--- src/rtl/stt_fsm_arbiter_if.sv ---
// Requester/response bundle between the requesters and the shared-FSM arbiter.
interface stt_fsm_arbiter_if #(
  parameter int NREQ  = 4,
  parameter int IN_W  = 4,
  parameter int OUT_W = 8,
  parameter int ID_W  = $clog2(NREQ)
);
  logic [NREQ-1:0]      req_valid;
  logic [NREQ*IN_W-1:0] req_sym;
  logic [NREQ-1:0]      req_last;
  logic [NREQ-1:0]      req_ready;
  logic                 rsp_valid;
  logic [ID_W-1:0]      rsp_id;
  logic [OUT_W-1:0]     rsp_data;
  logic                 rsp_err;

  modport master (
    output req_valid, req_sym, req_last,
    input  req_ready, rsp_valid, rsp_id, rsp_data, rsp_err
  );

  modport slave (
    input  req_valid, req_sym, req_last,
    output req_ready, rsp_valid, rsp_id, rsp_data, rsp_err
  );
endinterface

--- src/rtl/stt_fsm_arbiter.sv ---
// Round-robin arbiter sharing one symbol-driven FSM among NREQ requesters,
// with burst locking, lock timeout, illegal-symbol rejection and tagged responses.
module stt_fsm_arbiter #(
  parameter int NREQ     = 4,
  parameter int IN_W     = 4,
  parameter int OUT_W    = 8,
  parameter int MAX_SYM  = 9,
  parameter int NOP_SYM  = 15,
  parameter int LOCK_TMO = 16
) (
  input  logic             clk,
  input  logic             rst_n,
  stt_fsm_arbiter_if.slave bus,
  output logic [IN_W-1:0]  fsm_in,
  input  logic [OUT_W-1:0] fsm_out,
  output logic             lock_tmo
);
  localparam int ID_W  = $clog2(NREQ);
  localparam int CNT_W = $clog2(LOCK_TMO + 1);
  localparam logic [IN_W-1:0]  MAX_S    = IN_W'(MAX_SYM);
  localparam logic [IN_W-1:0]  NOP_S    = IN_W'(NOP_SYM);
  localparam logic [CNT_W-1:0] TMO_LAST = CNT_W'(LOCK_TMO - 1);

  typedef enum logic [1:0] {ARB, EXEC, CAPT, RESP} state_e;

  state_e            state_q, state_d;
  logic [IN_W-1:0]   fsm_in_q;
  logic [ID_W-1:0]   rr_last_q, owner_q, id_q, gnt_id;
  logic              locked_q, last_q, rsp_err_q;
  logic [OUT_W-1:0]  rsp_data_q;
  logic [CNT_W-1:0]  tmo_cnt_q;
  logic              gnt_found, do_grant, gnt_legal, idle_locked, tmo_hit;
  logic [IN_W-1:0]   gnt_sym;
  int unsigned       rr_idx;

  always_comb begin
    gnt_found = 1'b0;
    gnt_id    = '0;
    rr_idx    = 0;
    if (locked_q) begin
      gnt_found = bus.req_valid[owner_q];
      gnt_id    = owner_q;
    end else begin
      for (int unsigned k = 1; k <= NREQ; k++) begin
        rr_idx = (32'(rr_last_q) + k) % NREQ;
        if (!gnt_found && bus.req_valid[ID_W'(rr_idx)]) begin
          gnt_found = 1'b1;
          gnt_id    = ID_W'(rr_idx);
        end
      end
    end
  end

  always_comb begin
    gnt_sym = '0;
    for (int unsigned k = 0; k < NREQ; k++) begin
      if (ID_W'(k) == gnt_id) gnt_sym = bus.req_sym[k*IN_W +: IN_W];
    end
  end

  // Grants and responses are masked while reset is held so no handshake is seen.
  assign do_grant    = rst_n && (state_q == ARB) && gnt_found;
  assign gnt_legal   = (gnt_sym <= MAX_S);
  assign idle_locked = (state_q == ARB) && locked_q && !bus.req_valid[owner_q];
  assign tmo_hit     = idle_locked && (tmo_cnt_q == TMO_LAST);

  assign lock_tmo      = rst_n && tmo_hit;
  assign bus.req_ready = do_grant ? (NREQ'(1) << gnt_id) : '0;
  assign bus.rsp_valid = rst_n && (state_q == RESP);
  assign bus.rsp_id    = id_q;
  assign bus.rsp_data  = rsp_data_q;
  assign bus.rsp_err   = rsp_err_q;
  assign fsm_in        = fsm_in_q;

  always_comb begin
    state_d = state_q;
    unique case (state_q)
      ARB:     if (do_grant) state_d = gnt_legal ? EXEC : RESP;
      EXEC:    state_d = CAPT;
      CAPT:    state_d = RESP;
      RESP:    state_d = ARB;
      default: state_d = ARB;
    endcase
  end

  always_ff @(posedge clk) begin
    if (!rst_n) begin
      state_q    <= ARB;
      fsm_in_q   <= NOP_S;
      rr_last_q  <= ID_W'(NREQ - 1);
      locked_q   <= 1'b0;
      owner_q    <= '0;
      tmo_cnt_q  <= '0;
      id_q       <= '0;
      last_q     <= 1'b0;
      rsp_data_q <= '0;
      rsp_err_q  <= 1'b0;
    end else begin
      state_q  <= state_d;
      // Symbol is presented only during EXEC; every other cycle sees NOP.
      fsm_in_q <= (do_grant && gnt_legal) ? gnt_sym : NOP_S;
      if (do_grant) begin
        rr_last_q  <= gnt_id;
        id_q       <= gnt_id;
        last_q     <= bus.req_last[gnt_id];
        rsp_err_q  <= !gnt_legal;
        rsp_data_q <= '0;
      end
      if (state_q == CAPT) rsp_data_q <= fsm_out;
      if (state_q == RESP) begin
        locked_q <= !last_q;
        owner_q  <= id_q;
      end else if (tmo_hit) begin
        locked_q <= 1'b0;
      end
      if (do_grant || (state_q == RESP) || tmo_hit) tmo_cnt_q <= '0;
      else if (idle_locked)                         tmo_cnt_q <= tmo_cnt_q + CNT_W'(1);
    end
  end
endmodule

--- src/flat_wrapper.sv ---
// flat-port wrapper written by rule: the top's interface ports become plain ports
module stt_fsm_arbiter_flat 
#(
  parameter int NREQ     = 4,
  parameter int IN_W     = 4,
  parameter int OUT_W    = 8,
  parameter int MAX_SYM  = 9,
  parameter int NOP_SYM  = 15,
  parameter int LOCK_TMO = 16
)
  (clk, rst_n, fsm_in, fsm_out, lock_tmo, bus_req_valid, bus_req_sym, bus_req_last, bus_req_ready, bus_rsp_valid, bus_rsp_id, bus_rsp_data, bus_rsp_err);
  stt_fsm_arbiter_if #(.NREQ(NREQ), .IN_W(IN_W), .OUT_W(OUT_W)) bus_i ();
  input  logic clk;
  input  logic rst_n;
  output logic [IN_W-1:0] fsm_in;
  input  logic [OUT_W-1:0] fsm_out;
  output logic lock_tmo;
  input wire logic [$bits(bus_i.req_valid)-1:0] bus_req_valid;
  input wire logic [$bits(bus_i.req_sym)-1:0] bus_req_sym;
  input wire logic [$bits(bus_i.req_last)-1:0] bus_req_last;
  output wire logic [$bits(bus_i.req_ready)-1:0] bus_req_ready;
  output wire logic [$bits(bus_i.rsp_valid)-1:0] bus_rsp_valid;
  output wire logic [$bits(bus_i.rsp_id)-1:0] bus_rsp_id;
  output wire logic [$bits(bus_i.rsp_data)-1:0] bus_rsp_data;
  output wire logic [$bits(bus_i.rsp_err)-1:0] bus_rsp_err;
  assign bus_i.req_valid = bus_req_valid;
  assign bus_i.req_sym = bus_req_sym;
  assign bus_i.req_last = bus_req_last;
  assign bus_req_ready = bus_i.req_ready;
  assign bus_rsp_valid = bus_i.rsp_valid;
  assign bus_rsp_id = bus_i.rsp_id;
  assign bus_rsp_data = bus_i.rsp_data;
  assign bus_rsp_err = bus_i.rsp_err;
  stt_fsm_arbiter #(.NREQ(NREQ), .IN_W(IN_W), .OUT_W(OUT_W), .MAX_SYM(MAX_SYM), .NOP_SYM(NOP_SYM), .LOCK_TMO(LOCK_TMO)) u_core (.clk(clk), .rst_n(rst_n), .bus(bus_i), .fsm_in(fsm_in), .fsm_out(fsm_out), .lock_tmo(lock_tmo));
endmodule
--- config.mk ---
export PLATFORM = sky130hd
export DESIGN_NAME = stt_fsm_arbiter_flat
export DESIGN_NICKNAME = d
export VERILOG_FILES = /design/src/rtl/stt_fsm_arbiter_if.sv /design/src/rtl/stt_fsm_arbiter.sv /design/src/flat_wrapper.sv
export SDC_FILE = /design/constraint.sdc
export NUM_CORES = 1
export LEC_CHECK = 0
export ABC_CLOCK_PERIOD_IN_PS = 2200
export CORE_MARGIN = 2
export CORE_UTILIZATION = 62
export CTS_CLUSTER_DIAMETER = 40
export DETAILED_ROUTE_END_ITERATION = 6
export DONT_BUFFER_PORTS = 1
export PLACE_DENSITY_LB_ADDON = 0.3
export SYNTH_ARGS = -nofsm -noshare
export SYNTH_HDL_FRONTEND = slang
export SYNTH_SLANG_ARGS = --single-unit
--- constraint.sdc ---
create_clock -name clk -period 2.2 [get_ports clk]
set_input_delay 0.11 -clock clk [delete_from_list [all_inputs] [get_ports clk]]
set_output_delay 0.11 -clock clk [all_outputs]
set_load 0.02 [all_outputs]
=== Word-level counts from Yosys, hierarchy flattened ===
Index checks and enable logic that the tools add are counted.

* Register bits after elaboration: 28
* Bits of input ports: 34
* Word-level logic and storage cells: 94
* Output and inout bits: 21

* Magnitude comparators: 7
* Equality and inequality tests: 8
* Shifts and indexed selects: 1
* Reductions and logical operators: 25
* Mux-type cells: 37
* $add $sub $neg: 5
* Bitwise gates (word level): 1

{| class="wikitable"
|+ Operators by type and width
! cell !! count
|-
| 4-bit 2-to-1 mux || 5
|-
| 2-bit by 3-bit less-than comparator with 1-bit output, second input constant || 6
|-
| 1-bit 2-to-1 mux || 16
|-
| 8-bit 2-to-1 mux || 2
|-
| 2-bit 2-to-1 mux || 7
|-
| 1-bit binary-select mux with 2-bit select || 6
|-
| 1-bit logical AND || 11
|-
| 2-bit case mux with 4 select lines || 1
|-
| 1-bit logical NOT || 6
|-
| 5-bit by 1-bit adder with 5-bit output, second input constant || 1
|-
| 5-bit by 4-bit == test with 1-bit output, second input constant || 1
|-
| 2-bit by 1-bit adder with 2-bit output, second input constant || 2
|-
| 2-bit adder, second input constant || 2
|-
| 2-bit == test, first input constant || 2
|-
| 2-bit == test, second input constant || 2
|-
| 4-bit less-or-equal comparator, second input constant || 1
|-
| 2-bit logical NOT || 2
|-
| 2-bit nonzero test || 2
|-
| 1-bit by 2-bit << shifter with 4-bit output, first input constant || 1
|-
| 1-bit by 2-bit == test with 1-bit output, first input constant || 1
|-
| 2-bit by 1-bit == test with 1-bit output, second input constant || 1
|-
| 1-bit logical OR || 2
|-
| 2-bit by 1-bit != test with 1-bit output, second input constant || 1
|-
| 2-bit AND reduction || 1
|-
| other kinds (2) || 2
|}

=== Depth between registers and ports, before layout ===
* Depth after elaboration: 26
* Depth in mapped cells: 7
* Mapped depth without buffers: 7

=== Least setup slack after synthesis ===
Ideal clock, no wire load.

* Path kind: register to register
* From: register u_core.rr_last_q[1]
* To: register u_core.fsm_in_q[2], in the netlist u_core.fsm_in[2]
* Buffers on the path: 1
* Data arrival time: 1793 ps
* Cell stages (with the launch flop): 8
* Period minus slack after synthesis: 1913 ps
* Path slack: 287 ps
* Library setup time: 120 ps
* Data required time: 2080 ps
* Cell sequence: dfxtp_1 or3b_1 a21oi_2 o311a_4 buf_12 o221ai_1 and2_1 a211o_1

* Cells in the longest elaborated chain, start to end: 25
* Elaborated cells between the ends (all ways): 43
* Classes of those cells: add/sub: 4; order compare: 1; eq/ne: 3; mux: 25; reduce/logical: 10

{| class="wikitable"
|+ RTL lines
! element !! line !! source
|-
| start: declaration || stt_fsm_arbiter.sv:28 || <nowiki>logic [ID_W-1:0] rr_last_q, owner_q, id_q, gnt_id;</nowiki>
|-
| start signal: assignment || stt_fsm_arbiter.sv:90 || <nowiki>rr_last_q <= ID_W'(NREQ - 1);</nowiki>
|-
| start signal: assignment || stt_fsm_arbiter.sv:103 || <nowiki>rr_last_q <= gnt_id;</nowiki>
|-
| 2-bit by 1-bit adder with 2-bit output || stt_fsm_arbiter.sv:45 || <nowiki>rr_idx = (32'(rr_last_q) + k) % NREQ;</nowiki>
|-
| 1-bit binary-select mux with 2-bit select || stt_fsm_arbiter.sv:46 || <nowiki>if (!gnt_found && bus.req_valid[ID_W'(rr_idx)]) begin</nowiki>
|-
| 1-bit 2-to-1 mux (implied by the code) || stt_fsm_arbiter.sv:46 ||
|-
| 1-bit 2-to-1 mux || stt_fsm_arbiter.sv:46 ||
|-
| 1-bit 2-to-1 mux || stt_fsm_arbiter.sv:40 || <nowiki>if (locked_q) begin</nowiki>
|-
| 1-bit logical NOT || stt_fsm_arbiter.sv:46 ||
|-
| 1-bit logical AND || stt_fsm_arbiter.sv:46 ||
|-
| 1-bit 2-to-1 mux || stt_fsm_arbiter.sv:46 ||
|-
| (+6 left out) || -- ||
|-
| 1-bit logical AND || stt_fsm_arbiter.sv:46 ||
|-
| 2-bit 2-to-1 mux || stt_fsm_arbiter.sv:46 ||
|-
| 2-bit 2-to-1 mux || stt_fsm_arbiter.sv:40 ||
|-
| 2-bit logical NOT || stt_fsm_arbiter.sv:57 || <nowiki>if (ID_W'(k) == gnt_id) gnt_sym = bus.req_sym[k*IN_W +: IN_W];</nowiki>
|-
| 4-bit 2-to-1 mux (4 in series) || stt_fsm_arbiter.sv:57 ||
|-
| 4-bit less-or-equal comparator || stt_fsm_arbiter.sv:63 || <nowiki>assign gnt_legal = (gnt_sym <= MAX_S);</nowiki>
|-
| 1-bit logical AND || stt_fsm_arbiter.sv:101 || <nowiki>fsm_in_q <= (do_grant && gnt_legal) ? gnt_sym : NOP_S;</nowiki>
|-
| 2-bit AND reduction (no source line) || -- ||
|-
| end signal: assignment || stt_fsm_arbiter.sv:101 ||
|-
| end: declaration || stt_fsm_arbiter.sv:27 || <nowiki>logic [IN_W-1:0] fsm_in_q;</nowiki>
|}

Several ways; a longest one is shown, not always the timed one. The select of a mux whose other input is x is not followed.
A chain may end at the register's enable or synchronous reset.

=== Worst setup path after layout ===
* From: register u_core.rr_last_q[0]
* To: output bus_req_ready[0]

* Cells in the longest elaborated chain, start to end: 19
* Elaborated cells between the ends (all ways): 34
* Classes of those cells: add/sub: 4; shift: 1; mux: 22; reduce/logical: 7

{| class="wikitable"
|+ RTL lines
! element !! line !! source
|-
| 2-bit by 1-bit adder with 2-bit output || stt_fsm_arbiter.sv:45 ||
|-
| 1-bit binary-select mux with 2-bit select || stt_fsm_arbiter.sv:46 ||
|-
| 1-bit 2-to-1 mux (implied by the code) || stt_fsm_arbiter.sv:46 ||
|-
| 1-bit 2-to-1 mux || stt_fsm_arbiter.sv:46 ||
|-
| 1-bit 2-to-1 mux || stt_fsm_arbiter.sv:40 ||
|-
| 1-bit logical NOT || stt_fsm_arbiter.sv:46 ||
|-
| 1-bit logical AND || stt_fsm_arbiter.sv:46 ||
|-
| 1-bit 2-to-1 mux || stt_fsm_arbiter.sv:46 ||
|-
| (+3 left out) || -- ||
|-
| 1-bit 2-to-1 mux || stt_fsm_arbiter.sv:46 ||
|-
| 1-bit 2-to-1 mux || stt_fsm_arbiter.sv:40 ||
|-
| 1-bit logical NOT || stt_fsm_arbiter.sv:46 ||
|-
| 1-bit logical AND || stt_fsm_arbiter.sv:46 ||
|-
| 2-bit 2-to-1 mux / 1-bit 2-to-1 mux (equally long branches) || stt_fsm_arbiter.sv:46 ||
|-
| 2-bit 2-to-1 mux / 1-bit 2-to-1 mux (equally long branches) || stt_fsm_arbiter.sv:40 ||
|-
| 1-bit by 2-bit << shifter with 4-bit output / 1-bit logical AND (equally long branches) || stt_fsm_arbiter.sv:68, stt_fsm_arbiter.sv:62 ||
|-
| 4-bit 2-to-1 mux * || stt_fsm_arbiter.sv:68 || <nowiki>assign bus.req_ready = do_grant ? (NREQ'(1) << gnt_id) : '0;</nowiki>
|-
| end: declaration || flat_wrapper.sv:21 || <nowiki>output wire logic [$bits(bus_i.req_ready)-1:0] bus_req_ready;</nowiki>
|}

Every way passes the cells marked *; elsewhere a longest branch is shown, timed or not. The select of a mux whose other input is x is not followed.

==> results_dict.tcl <==
set metrics [dict create \
    die_h_um 54.7 \
    setup_viol 0 \
    synth_top_family_by_area "simple AND/OR/NAND/NOR gates" \
    multi_input_area_sq_um 1000 \
    grt.total_usage_pct 26.2 \
    critPathLaunchType "flop" \
    p_per_area_nw_per_um2 1040 \
    netlist_instances 179 \
    drive_above_1_share_pct 18.4 \
    path_max_fanout 7 \
    ys_seq_elements 28 \
    initial_core_util_pct 64.9 \
    cts_tree "done" \
    ys_warn_count 0 \
    cap_violations 0 \
    clock-sinks 28 \
    ys_seq_area_share_pct 35.2 \
    h-tree-depth 1 \
    synth-async-reset-ratio_pct 0 \
    viasPerCell 6.28 \
    status "complete, no violations" \
    synthAdderAreaFrac_pct 4.71 \
    hold_slack_ns 0.0970 \
    drtAntennaViolNets 0 \
    synth_edf_count 0 \
    cts_buffer_depth 2 \
    syn_nets 219 \
    wl_mm 3.82 \
    rsz0062_at_grt "false" \
    synth_mux_area_share_pct 9.34 \
    drtPass1Iterations 4 \
    synth_cell_type_count 48 \
    synth_ff_type "dfxtp_1" \
    reg2reg_depth 6 \
    fmax_mhz 476 \
    tightest_slew_ns 0.477 \
    dp_hpwl_mm 2.70 \
    drcViolationCount 0 \
    vias 1420 \
    period_share_pct 95.6 \
    total_power_uw 1930 \
    place_congestion 0.919 \
    stdcell_area_sq_um 1860 \
    drt_iter0_markers 32 \
    port-buffer-count 0 \
    cts_buffers 3 \
    synth.avg_cell_area_sq_um 8.91 \
    cts-root-buf "clkbuf_4" \
    clkTransAtPathRegs_ns 0.14 \
    synth_compound_area_share_pct 21.0 \
    peakVddDrop_mv 1.13 \
    critPathKind "reg -> out" \
    overflow 0 \
    layout.nets 237 \
    routedWlPerCell_um 16.9 \
    total_leakage_power_uw 0.000690 \
    grt_pass1_vias 1251 \
    relSlewSlack_pct 68.0 \
    seq_area_sq_um 564 \
    holdPathStages 3 \
    grt_first_pass_wirelength_mm 5.59 \
    crit_path_end_kind "output pin" \
    clock_skew_ns 0.0119 \
    antenna_cells 0 \
    arrival_ns 1.99 \
    placementRows 18 \
    fin_crit_ns 2.10 \
    finalMaxSlewViolations 0 \
    ioPinCount 55 \
    antenna_found_initial 0 \
    hold_viol_final 0 \
    fin_util_pct 75.6 \
    clock_latency_ns 0.34 \
    synth_xor_area_share_pct 1.65 \
    synth_simple_gate_area_share_pct 23.6 \
    worstPathRequired_ns 2.09 \
    core-area_sq_um 2450 \
    fp.dieW_um 54.7 \
    grt_max_degree 18 \
    placed_cell_area_sq_um 1650 \
    holdCritPathClass "in -> reg" \
    syn_area_sq_um 1590 \
    syn2layout_area_growth_pct 16.5 \
    dieArea_sq_um 2990 \
    filler_cell_count 175 \
    tns_ns 0 \
]
-- metrics by stage --
step / cells / worst slack, ns
global placement: 211 / 0.241
global route: 226 / 0.000171
floorplan: 179 / 0.287
detailed placement: 211 / 0.155
CTS: 226 / -0.0250
finish: 226 / 0.0977
-- layer usage --
metal  global-route usage, %  up-vias  wire [um]  share of wire, %
met3                    5.19        9        220               5.8
met2                    43.1       43       1910                50
met4                    7.92        0         53               1.4
li1                        -      682          -                 -
met5                       0        -          0                 0
met1                    34.2      686       1640                43
-- timing repair --
| action | 4_1_cts | 5_1_grt |
|---|---|---|
| cloned | 0 | 0 |
| setup buffers | 2 | 0 |
| hold buffers | 9 | 0 |
| endpoints found under the hold margin | 13 | 0 |
| pin swaps | 0 | 1 |
| gates resized for setup | 2 | 12 |
| endpoints found under the setup margin | 3 | 6 |
-- cells in the mapped netlist (3+ instances only) --
cell type | number | share of area, %
clkbuf_1 | 5 | 1.2
nand2_1 | 20 | 4.7
mux2i_1 | 10 | 6.3
nand3b_1 | 10 | 4.7
nor2_1 | 13 | 3.1
and2_1 | 3 | 1.2
a21oi_1 | 16 | 5.0
ha_1 | 6 | 4.7
nand3_1 | 6 | 1.9
nor3_1 | 3 | 0.94
dfxtp_1 | 28 | 35
nand2b_1 | 4 | 1.6
a211oi_1 | 5 | 2.4
inv_1 | 8 | 1.9
-- cells by family after synthesis --
logic type / Yosys count
xor+xnor: 3
buf+inv: 15
flops: 28
compound gates: 43
simple gates: 71
mux: 13
fa+ha+maj: 6
-- worst max-delay path, stage by stage, from the launching register on --
cell	delay, ns
dfxtp_2	0.42
and3b_1	0.22
a311oi_4	0.35
a21oi_4	0.14
buf_4	0.18
nor3_1	0.19
buf_4	0.17
-- worst paths after layout --
| path | start | endpoint | slack [ns] |
|---|---|---|---|
| worst min-delay path | bus_req_sym[3] | u_core.fsm_in[3] | 0.1 |
| worst max register to register | u_core.rr_last_q[0] | u_core.fsm_in[2] | 0.16 |
| worst min register to register | u_core.last_q | u_core.last_q | 0.50 |
| worst max-delay path | u_core.rr_last_q[0] | bus_req_ready[0] | 0.1 |
-- placed cells by master, fill, tap and decap left out, types with 3 or more instances in the layout --
cell,instances
clkbuf_4,3
nand2b_1,4
a21oi_1,15
nor2_1,10
ha_1,6
nand2_1,19
dfxtp_2,3
and2_1,3
mux2i_1,10
a211oi_1,5
nand3_1,6
nand3b_1,10
buf_4,10
dfxtp_1,25
dlygate4sd3_1,9
inv_1,8
nor3_1,3
-- state kept, by name, summed over array words and instances, names as in the netlist --
name	flops
u_core.fsm_in	4
u_core.tmo_cnt_q	5
u_core.last_q	1
u_core.bus.rsp_id	2
u_core.state_q	2
u_core.bus.rsp_data	8
u_core.bus.rsp_err	1
u_core.owner_q	2
u_core.rr_last_q	2
u_core.locked_q	1
-- power breakdown --
group / leakage, uW / internal, uW / switching [uW]
clock network: 0.0000279 / 185 / 153
logic: 0.000434 / 373 / 460
registers: 0.000228 / 608 / 152
-- final cells by class --
cell class                      instances  share of cell area, %
Clock buffer                            3                   1.21
Tap cell                               30                   2.02
Inverter                                9                   1.82
Sequential cell                        28                   30.4
Multi-Input combinational cell        136                   54.0
Clock inverter                          1                   1.62
Timing Repair Buffer                   19                   8.89
Note: power is estimated with default switching activity, not from simulation.
